File: src/rtl/pong_pkg.sv
// Shared pong definitions: collision codes, detector states, probe-hit bundle, geometry defaults.
package pong_pkg;

  localparam int unsigned COORD_W = 10;
  localparam int unsigned PROBE_W = 11;
  localparam int unsigned CODE_W  = 4;

  localparam int unsigned BALL_SIZE_DEFAULT = 20;
  localparam int unsigned MISS_Y_DEFAULT    = 530;

  typedef logic [CODE_W-1:0] coll_code_t;

  localparam coll_code_t COLL_LOST        = 4'd0;
  localparam coll_code_t COLL_TOP         = 4'd1;
  localparam coll_code_t COLL_TOP_EDGE    = 4'd2;
  localparam coll_code_t COLL_BOTTOM      = 4'd3;
  localparam coll_code_t COLL_BOTTOM_EDGE = 4'd4;
  localparam coll_code_t COLL_LEFT        = 4'd5;
  localparam coll_code_t COLL_RIGHT       = 4'd6;
  localparam coll_code_t COLL_NONE        = 4'd7;

  typedef enum logic [1:0] {
    ST_IDLE     = 2'd0,
    ST_SCAN     = 2'd1,
    ST_REPORT   = 2'd2,
    ST_COOLDOWN = 2'd3
  } state_e;

  typedef struct packed {
    logic top;
    logic bottom;
    logic left;
    logic right;
  } probe_hits_t;

endpackage

File: src/rtl/coll_probe_match.sv
// Four probe points around the ball compared against the scan position, with border/paddle masking.
module coll_probe_match
  import pong_pkg::*;
#(
  parameter int unsigned BALL_SIZE = BALL_SIZE_DEFAULT,
  parameter int unsigned PROBE_GAP = 5
) (
  input  logic [COORD_W-1:0] ball_x_i,
  input  logic [COORD_W-1:0] ball_y_i,
  input  logic [COORD_W-1:0] x_pixel_i,
  input  logic [COORD_W-1:0] y_pixel_i,
  input  logic               active_i,
  input  logic               solid_i,
  input  logic               paddle_i,
  input  logic               border_i,
  output probe_hits_t        hits_c_o
);

  localparam int unsigned HALF = BALL_SIZE / 2;
  localparam int unsigned FAR  = BALL_SIZE + PROBE_GAP;

  logic [PROBE_W-1:0] bx, by, px, py;
  logic [PROBE_W-1:0] mid_x, mid_y, top_y, bot_y, left_x, right_x;
  logic               qual;

  // Probes carry an extra bit: underflow wraps into bit 10 and overflow sets it,
  // while the zero-extended scan position never does, so off-screen probes never match.
  assign bx      = PROBE_W'(ball_x_i);
  assign by      = PROBE_W'(ball_y_i);
  assign px      = PROBE_W'(x_pixel_i);
  assign py      = PROBE_W'(y_pixel_i);
  assign mid_x   = bx + PROBE_W'(HALF);
  assign mid_y   = by + PROBE_W'(HALF);
  assign top_y   = by - PROBE_W'(PROBE_GAP);
  assign bot_y   = by + PROBE_W'(FAR);
  assign left_x  = bx - PROBE_W'(PROBE_GAP);
  assign right_x = bx + PROBE_W'(FAR);
  assign qual    = active_i & solid_i;

  // Vertical probes ignore side borders; horizontal probes ignore paddles.
  always_comb begin
    hits_c_o        = '0;
    hits_c_o.top    = qual & ~border_i & (px == mid_x)   & (py == top_y);
    hits_c_o.bottom = qual & ~border_i & (px == mid_x)   & (py == bot_y);
    hits_c_o.left   = qual & ~paddle_i & (px == left_x)  & (py == mid_y);
    hits_c_o.right  = qual & ~paddle_i & (px == right_x) & (py == mid_y);
  end

endmodule

File: src/rtl/ball_collision_detector.sv
// Per-frame ball collision detector: records the first probe hit of each frame and
// reports it (or a lost ball) at the next frame start, holding it until acknowledged.
// Optional feature: define BALL_COLL_COOLDOWN_EN to ignore COOLDOWN_FRAMES frames after each ack.
module ball_collision_detector
  import pong_pkg::*;
#(
  parameter int unsigned BALL_SIZE       = BALL_SIZE_DEFAULT,
  parameter int unsigned PROBE_GAP       = 5,
  parameter int unsigned MISS_Y          = MISS_Y_DEFAULT,
  parameter int unsigned COOLDOWN_FRAMES = 2
) (
  input  logic               pixel_clk,
  input  logic               rst,
  input  logic               frame_start,
  input  logic [COORD_W-1:0] x_pixel,
  input  logic [COORD_W-1:0] y_pixel,
  input  logic               active,
  input  logic [COORD_W-1:0] ball_x,
  input  logic [COORD_W-1:0] ball_y,
  input  logic               solid,
  input  logic               paddle,
  input  logic               paddle_edge,
  input  logic               border,
  input  logic               coll_ack,
  output logic [CODE_W-1:0]  coll_code,
  output logic               coll_valid
);

  state_e             state_q, state_d;
  logic [COORD_W-1:0] ball_x_q, ball_x_d, ball_y_q, ball_y_d;
  coll_code_t         hit_code_q, hit_code_d;
  coll_code_t         code_q, code_d;
  logic               valid_q, valid_d;
  probe_hits_t        hits_c;
  coll_code_t         probe_code_c;
  logic               lost_c;
  logic               report_c;

`ifdef BALL_COLL_COOLDOWN_EN
  localparam int unsigned CNT_W = (COOLDOWN_FRAMES < 2) ? 1 : $clog2(COOLDOWN_FRAMES);
  logic [CNT_W-1:0] cool_cnt_q, cool_cnt_d;
  logic             cool_last_c;
  assign cool_last_c = (32'(cool_cnt_q) + 32'd1) >= COOLDOWN_FRAMES;
`endif

  coll_probe_match #(
    .BALL_SIZE (BALL_SIZE),
    .PROBE_GAP (PROBE_GAP)
  ) u_probe (
    .ball_x_i  (ball_x_q),
    .ball_y_i  (ball_y_q),
    .x_pixel_i (x_pixel),
    .y_pixel_i (y_pixel),
    .active_i  (active),
    .solid_i   (solid),
    .paddle_i  (paddle),
    .border_i  (border),
    .hits_c_o  (hits_c)
  );

  // Encode the current pixel's probe hit into a collision code.
  always_comb begin
    probe_code_c = COLL_NONE;
    if (hits_c.top)         probe_code_c = paddle_edge ? COLL_TOP_EDGE : COLL_TOP;
    else if (hits_c.bottom) probe_code_c = paddle_edge ? COLL_BOTTOM_EDGE : COLL_BOTTOM;
    else if (hits_c.left)   probe_code_c = COLL_LEFT;
    else if (hits_c.right)  probe_code_c = COLL_RIGHT;
  end

  assign lost_c   = 32'(ball_y_q) > MISS_Y;
  assign report_c = lost_c || (hit_code_q != COLL_NONE);

  // State register.
  always_ff @(posedge pixel_clk or posedge rst) begin
    if (rst) state_q <= ST_IDLE;
    else     state_q <= state_d;
  end

  // Next-state logic.
  always_comb begin
    state_d = state_q;
    case (state_q)
      ST_IDLE:   if (frame_start) state_d = ST_SCAN;
      ST_SCAN:   if (frame_start && report_c) state_d = ST_REPORT;
`ifdef BALL_COLL_COOLDOWN_EN
      ST_REPORT: if (coll_ack) state_d = ST_COOLDOWN;
      ST_COOLDOWN: if (frame_start && cool_last_c) state_d = ST_SCAN;
`else
      ST_REPORT: if (coll_ack) state_d = ST_IDLE;
`endif
      default:   state_d = ST_IDLE;
    endcase
  end

  // Datapath next values: ball latch, hit record, reported event.
  always_comb begin
    ball_x_d   = ball_x_q;
    ball_y_d   = ball_y_q;
    hit_code_d = hit_code_q;
    code_d     = code_q;
    valid_d    = valid_q;
`ifdef BALL_COLL_COOLDOWN_EN
    cool_cnt_d = cool_cnt_q;
`endif
    case (state_q)
      ST_IDLE: begin
        if (frame_start) begin
          ball_x_d   = ball_x;
          ball_y_d   = ball_y;
          hit_code_d = COLL_NONE;
        end
      end
      ST_SCAN: begin
        if (frame_start) begin
          hit_code_d = COLL_NONE;
          if (report_c) begin
            code_d  = lost_c ? COLL_LOST : hit_code_q;
            valid_d = 1'b1;
          end else begin
            ball_x_d = ball_x;
            ball_y_d = ball_y;
            code_d   = COLL_NONE;
          end
        end else if (hit_code_q == COLL_NONE) begin
          hit_code_d = probe_code_c;
        end
      end
      ST_REPORT: begin
        if (coll_ack) begin
          code_d  = COLL_NONE;
          valid_d = 1'b0;
`ifdef BALL_COLL_COOLDOWN_EN
          cool_cnt_d = '0;
`endif
        end
      end
`ifdef BALL_COLL_COOLDOWN_EN
      ST_COOLDOWN: begin
        if (frame_start) begin
          if (cool_last_c) begin
            ball_x_d   = ball_x;
            ball_y_d   = ball_y;
            hit_code_d = COLL_NONE;
          end else begin
            cool_cnt_d = cool_cnt_q + CNT_W'(1);
          end
        end
      end
`endif
      default: ;
    endcase
  end

  // Datapath registers.
  always_ff @(posedge pixel_clk or posedge rst) begin
    if (rst) begin
      ball_x_q   <= '0;
      ball_y_q   <= '0;
      hit_code_q <= COLL_NONE;
      code_q     <= COLL_NONE;
      valid_q    <= 1'b0;
    end else begin
      ball_x_q   <= ball_x_d;
      ball_y_q   <= ball_y_d;
      hit_code_q <= hit_code_d;
      code_q     <= code_d;
      valid_q    <= valid_d;
    end
  end

`ifdef BALL_COLL_COOLDOWN_EN
  // Cooldown frame counter.
  always_ff @(posedge pixel_clk or posedge rst) begin
    if (rst) cool_cnt_q <= '0;
    else     cool_cnt_q <= cool_cnt_d;
  end
`endif

  assign coll_code  = code_q;
  assign coll_valid = valid_q;

endmodule

File: config.mk
export PLATFORM = sky130hd
export DESIGN_NAME = ball_collision_detector
export DESIGN_NICKNAME = d
export VERILOG_FILES = /design/src/rtl/pong_pkg.sv /design/src/rtl/coll_probe_match.sv /design/src/rtl/ball_collision_detector.sv
export SDC_FILE = /design/constraint.sdc
export NUM_CORES = 1
export LEC_CHECK = 0
export CORE_MARGIN = 4
export CORE_UTILIZATION = 40
export DETAILED_ROUTE_END_ITERATION = 8
export PLACE_DENSITY = 0.73
export SLEW_MARGIN = 25
export SYNTH_ARGS = -nofsm -noshare
export SYNTH_HDL_FRONTEND = slang
export SYNTH_SLANG_ARGS = --single-unit
File: constraint.sdc
create_clock -name pixel_clk -period 4.8 [get_ports pixel_clk]
set_clock_uncertainty 0.1 [all_clocks]
set_input_delay 0.96 -clock pixel_clk [delete_from_list [all_inputs] [get_ports pixel_clk]]
set_output_delay 0.96 -clock pixel_clk [all_outputs]
set_load 0.01 [all_outputs]
==> impl_metrics.env <==
export IMPL_outcome="completed"
export IMPL_hold_end="coll_code[0]"
export IMPL_area_growth_synth_to_final_pct=20.39
export IMPL_tightest_slew_ns=0.8350
export IMPL_synth_distinct_cells=62
export IMPL_synth_most_common_cell="xnor2_1"
export IMPL_avgSynthCellArea_um2=8.236
export IMPL_dp_slack_ns=1.364
export IMPL_post_route_cells_drive_above_1_share_pct=10.66
export IMPL_gp_congestion=0.9478
export IMPL_yosysWarnings=0
export IMPL_drv_slew=0
export IMPL_hold_slack_ns=0.3999
export IMPL_drt_iter0_drc=249
export IMPL_die_w_um=94.34
export IMPL_max_freq_mhz=318.1
export IMPL_synth_main_ff_cell="dfrtp_1"
export IMPL_holdPathStages=2
export IMPL_synth_fp_nets=420
export IMPL_reg2reg_from="ball_y_q[2]"
export IMPL_period_minus_slack_ns=3.144
export IMPL_synth_cells=362
export IMPL_maxCapViolations=0
export IMPL_r2r_end="hit_code_q[1]"
export IMPL_synth_commonest_cells="xnor2_1 (33), a21oi_1 (25), nand2_1 (24)"
export IMPL_clockBufferDepth=2
export IMPL_fin_tns_setup_ns=0
export IMPL_postCtsHoldBufs=0
export IMPL_netlist_top_cells_area="dfrtp_1 (19%), xnor2_1 (9.7%), mux2_2 (7.6%)"
export IMPL_end_kind="flip-flop"
export IMPL_fill_cells=708
export IMPL_wirelength_um=7501
export IMPL_fin_nets=451
export IMPL_synth_top_area_share_pct=19.30
export IMPL_p_seq_share_pct=30.0
export IMPL_dp_cells=485
export IMPL_drc=0
export IMPL_arrival_ns=3.23
export IMPL_worstPathMaxFanout=5
export IMPL_coreArea_um2=7253
export IMPL_p_sw_uw=1090
export IMPL_path_cells="clkdlybuf4s50_1 -> nor4_1 -> nand3_1 -> nor4_1 -> nand4b_1 -> o32ai_1 -> a21oi_1"
export IMPL_final_area_um2=3590
export IMPL_clkPwrFrac_pct=9.2
export IMPL_ant_nets=0
export IMPL_dieHeight_um=94.34
export IMPL_hp_start="coll_code[0]"
export IMPL_dp_hpwl_um=5813
export IMPL_crit_top_cell="nor4_1"
export IMPL_power_internal_uw=1129
export IMPL_finalNonFillerCells=493
export IMPL_rsz0062_at_grt="no"
export IMPL_powerDensity_nw_per_um2=618.0
export IMPL_ios=54
export IMPL_synth_enable_flop_cells=0
export IMPL_worstSetupStartpointType="input pin"
export IMPL_rrSetupSlack_ns=1.73
export IMPL_min_path_type="reg2reg"
export IMPL_grt_pass1_vias=2579
export IMPL_grt_overflow=0
export IMPL_cts_tree="yes"
export IMPL_clkTransAtPathRegs_ns=0.08
export IMPL_insertion_delay_ns=0.29
export IMPL_cts_setup_buffers=0
export IMPL_power_frac_comb_pct=60.7
export IMPL_multi_input_area_um2=2081
export IMPL_antenna_found_initial=0
export IMPL_grt_first_pass_wirelength_um=12560
export IMPL_finalSetupViolations=0
export IMPL_clkSinkCount=29
export IMPL_via_count=2786
export IMPL_post_synth_instance_area_um2=2982
export IMPL_hold_violations=0
export IMPL_diodes=0
export IMPL_p_leak_uw=0.001314
export IMPL_ir_drop_v=0.0002524
export IMPL_postCtsResizedCells=0
export IMPL_fin_crit_sh_pct=65.50
export IMPL_critPathKind="in2reg"
export IMPL_first_pass_iters=4
export IMPL_slowest_stage="nor4_1"
export IMPL_cp_data_required_time_ns=4.89
export IMPL_row_count=31
export IMPL_port_buffers=52
export IMPL_htree_levels=2
export IMPL_yosysSeqAreaShare_pct=24.59
export IMPL_regArea_um2=733.2
export IMPL_die_area_um2=8899
export IMPL_vias_per_cell=5.651
export IMPL_synth_top_area_cell="dfrtp_1"
export IMPL_ys_ff_latch=29
export IMPL_async_flop_share_pct=100.0
export IMPL_placed_cell_area_um2=3503
export IMPL_netSwitchingFraction_pct=49.13
export IMPL_start_util_pct=41.11
export IMPL_fin_ws_ns=1.656
export IMPL_grt_use_total_pct=17.43
export IMPL_critPathMaxStageDelay_ns=0.75
export IMPL_reg2reg_depth=8
export IMPL_wl_per_cell_um=15.22
export IMPL_grt_max_degree=21
export IMPL_slew_limit_headroom_pct=43.82
export IMPL_cts_made_buffers=5
export IMPL_cts_root_buf="clkbuf_8"
logic make-up after synthesis:
family | after synthesis | share of synthesized area [%]
other | 1 | 0.1258
multiplexers | 22 | 8.225
AND/OR/NAND/NOR | 120 | 20.98
adder cells (fa/ha/maj) | 9 | 3.777
flip-flops | 29 | 24.59
AO/OA/AOI/OAI | 92 | 21.57
XOR/XNOR | 51 | 14.98
buffers and inverters | 38 | 5.749
final cells by class:
| cell class | instances | area share [%] |
|---|---|---|
| Multi-Input combinational cell | 295 | 57.96 |
| Sequential cell | 29 | 20.43 |
| Timing Repair Buffer | 54 | 14.92 |
| Tap cell | 99 | 3.451 |
| Clock buffer | 5 | 1.917 |
| Inverter | 8 | 0.8365 |
| Clock inverter | 3 | 0.4880 |
layer usage:
metal / wire length [um] / share of wire, % / global-route usage, %
met1: 3472 / 46 / 25.56
met2: 3401 / 45 / 27.30
met3: 604 / 8.1 / 3.665
met4: 23 / 0.31 / 1.805
met5: 0 / 0 / 0
worst max-delay path by stage:
stage | start | endpoint | slack [ns] | cells after the start
global placement | frame_start | hit_code_q[0] | 1.43 | 7
finish | frame_start | hit_code_q[1] | 1.66 | 7
detailed placement | frame_start | hit_code_q[0] | 1.36 | 7
CTS | frame_start | hit_code_q[0] | 1.65 | 7
floorplan | x_pixel[3] | hit_code_q[1] | 2.06 | 7
global route | frame_start | hit_code_q[0] | 1.46 | 7
placed cells by master, fill, tap and decap left out, drive strengths merged, types with 7 or more instances in the layout:
cell | synthesis | routed
nor2 | 23 | 23
nand2 | 24 | 24
clkdlybuf4s50 | 0 | 52
a31oi | 8 | 8
nor3 | 10 | 10
xor2 | 18 | 18
nand3 | 16 | 16
inv | 8 | 8
a21oi | 25 | 25
dfrtp | 23 | 23
o21ai | 13 | 13
mux2 | 20 | 20
ha | 9 | 9
nor2b | 7 | 7
xnor2 | 33 | 33
worst max-delay path, delay by kind of cell:
kind / cells / cell delay [ns]
compound gates: 2 / 0.40
buf+inv: 1 / 0.48
simple gates: 4 / 1.40
per-stage QoR:
stage / util (%) / power, uW
floorplan: - / 1714
global placement: 48.30 / 1966
detailed placement: 48.30 / 2002
CTS: 49.49 / 2217
global route: 49.49 / 2423
finish: 49.49 / 2218
sequential cells by signal, summed over array words and instances (netlist names):
register and cells:
coll_code 3, coll_valid 1, state_q 2, ball_x_q 10, hit_code_q 3, ball_y_q 10
power groups by stage:
stage | sequential, uW | combinational [uW] | clock [uW]
CTS | 664 | 1340 | 211
floorplan | 456 | 1260 | 0
finish | 666 | 1350 | 205
detailed placement | 668 | 1330 | 0
global route | 708 | 1490 | 220
global placement | 656 | 1310 | 0
Note: power is estimated with default switching activity, not from simulation.
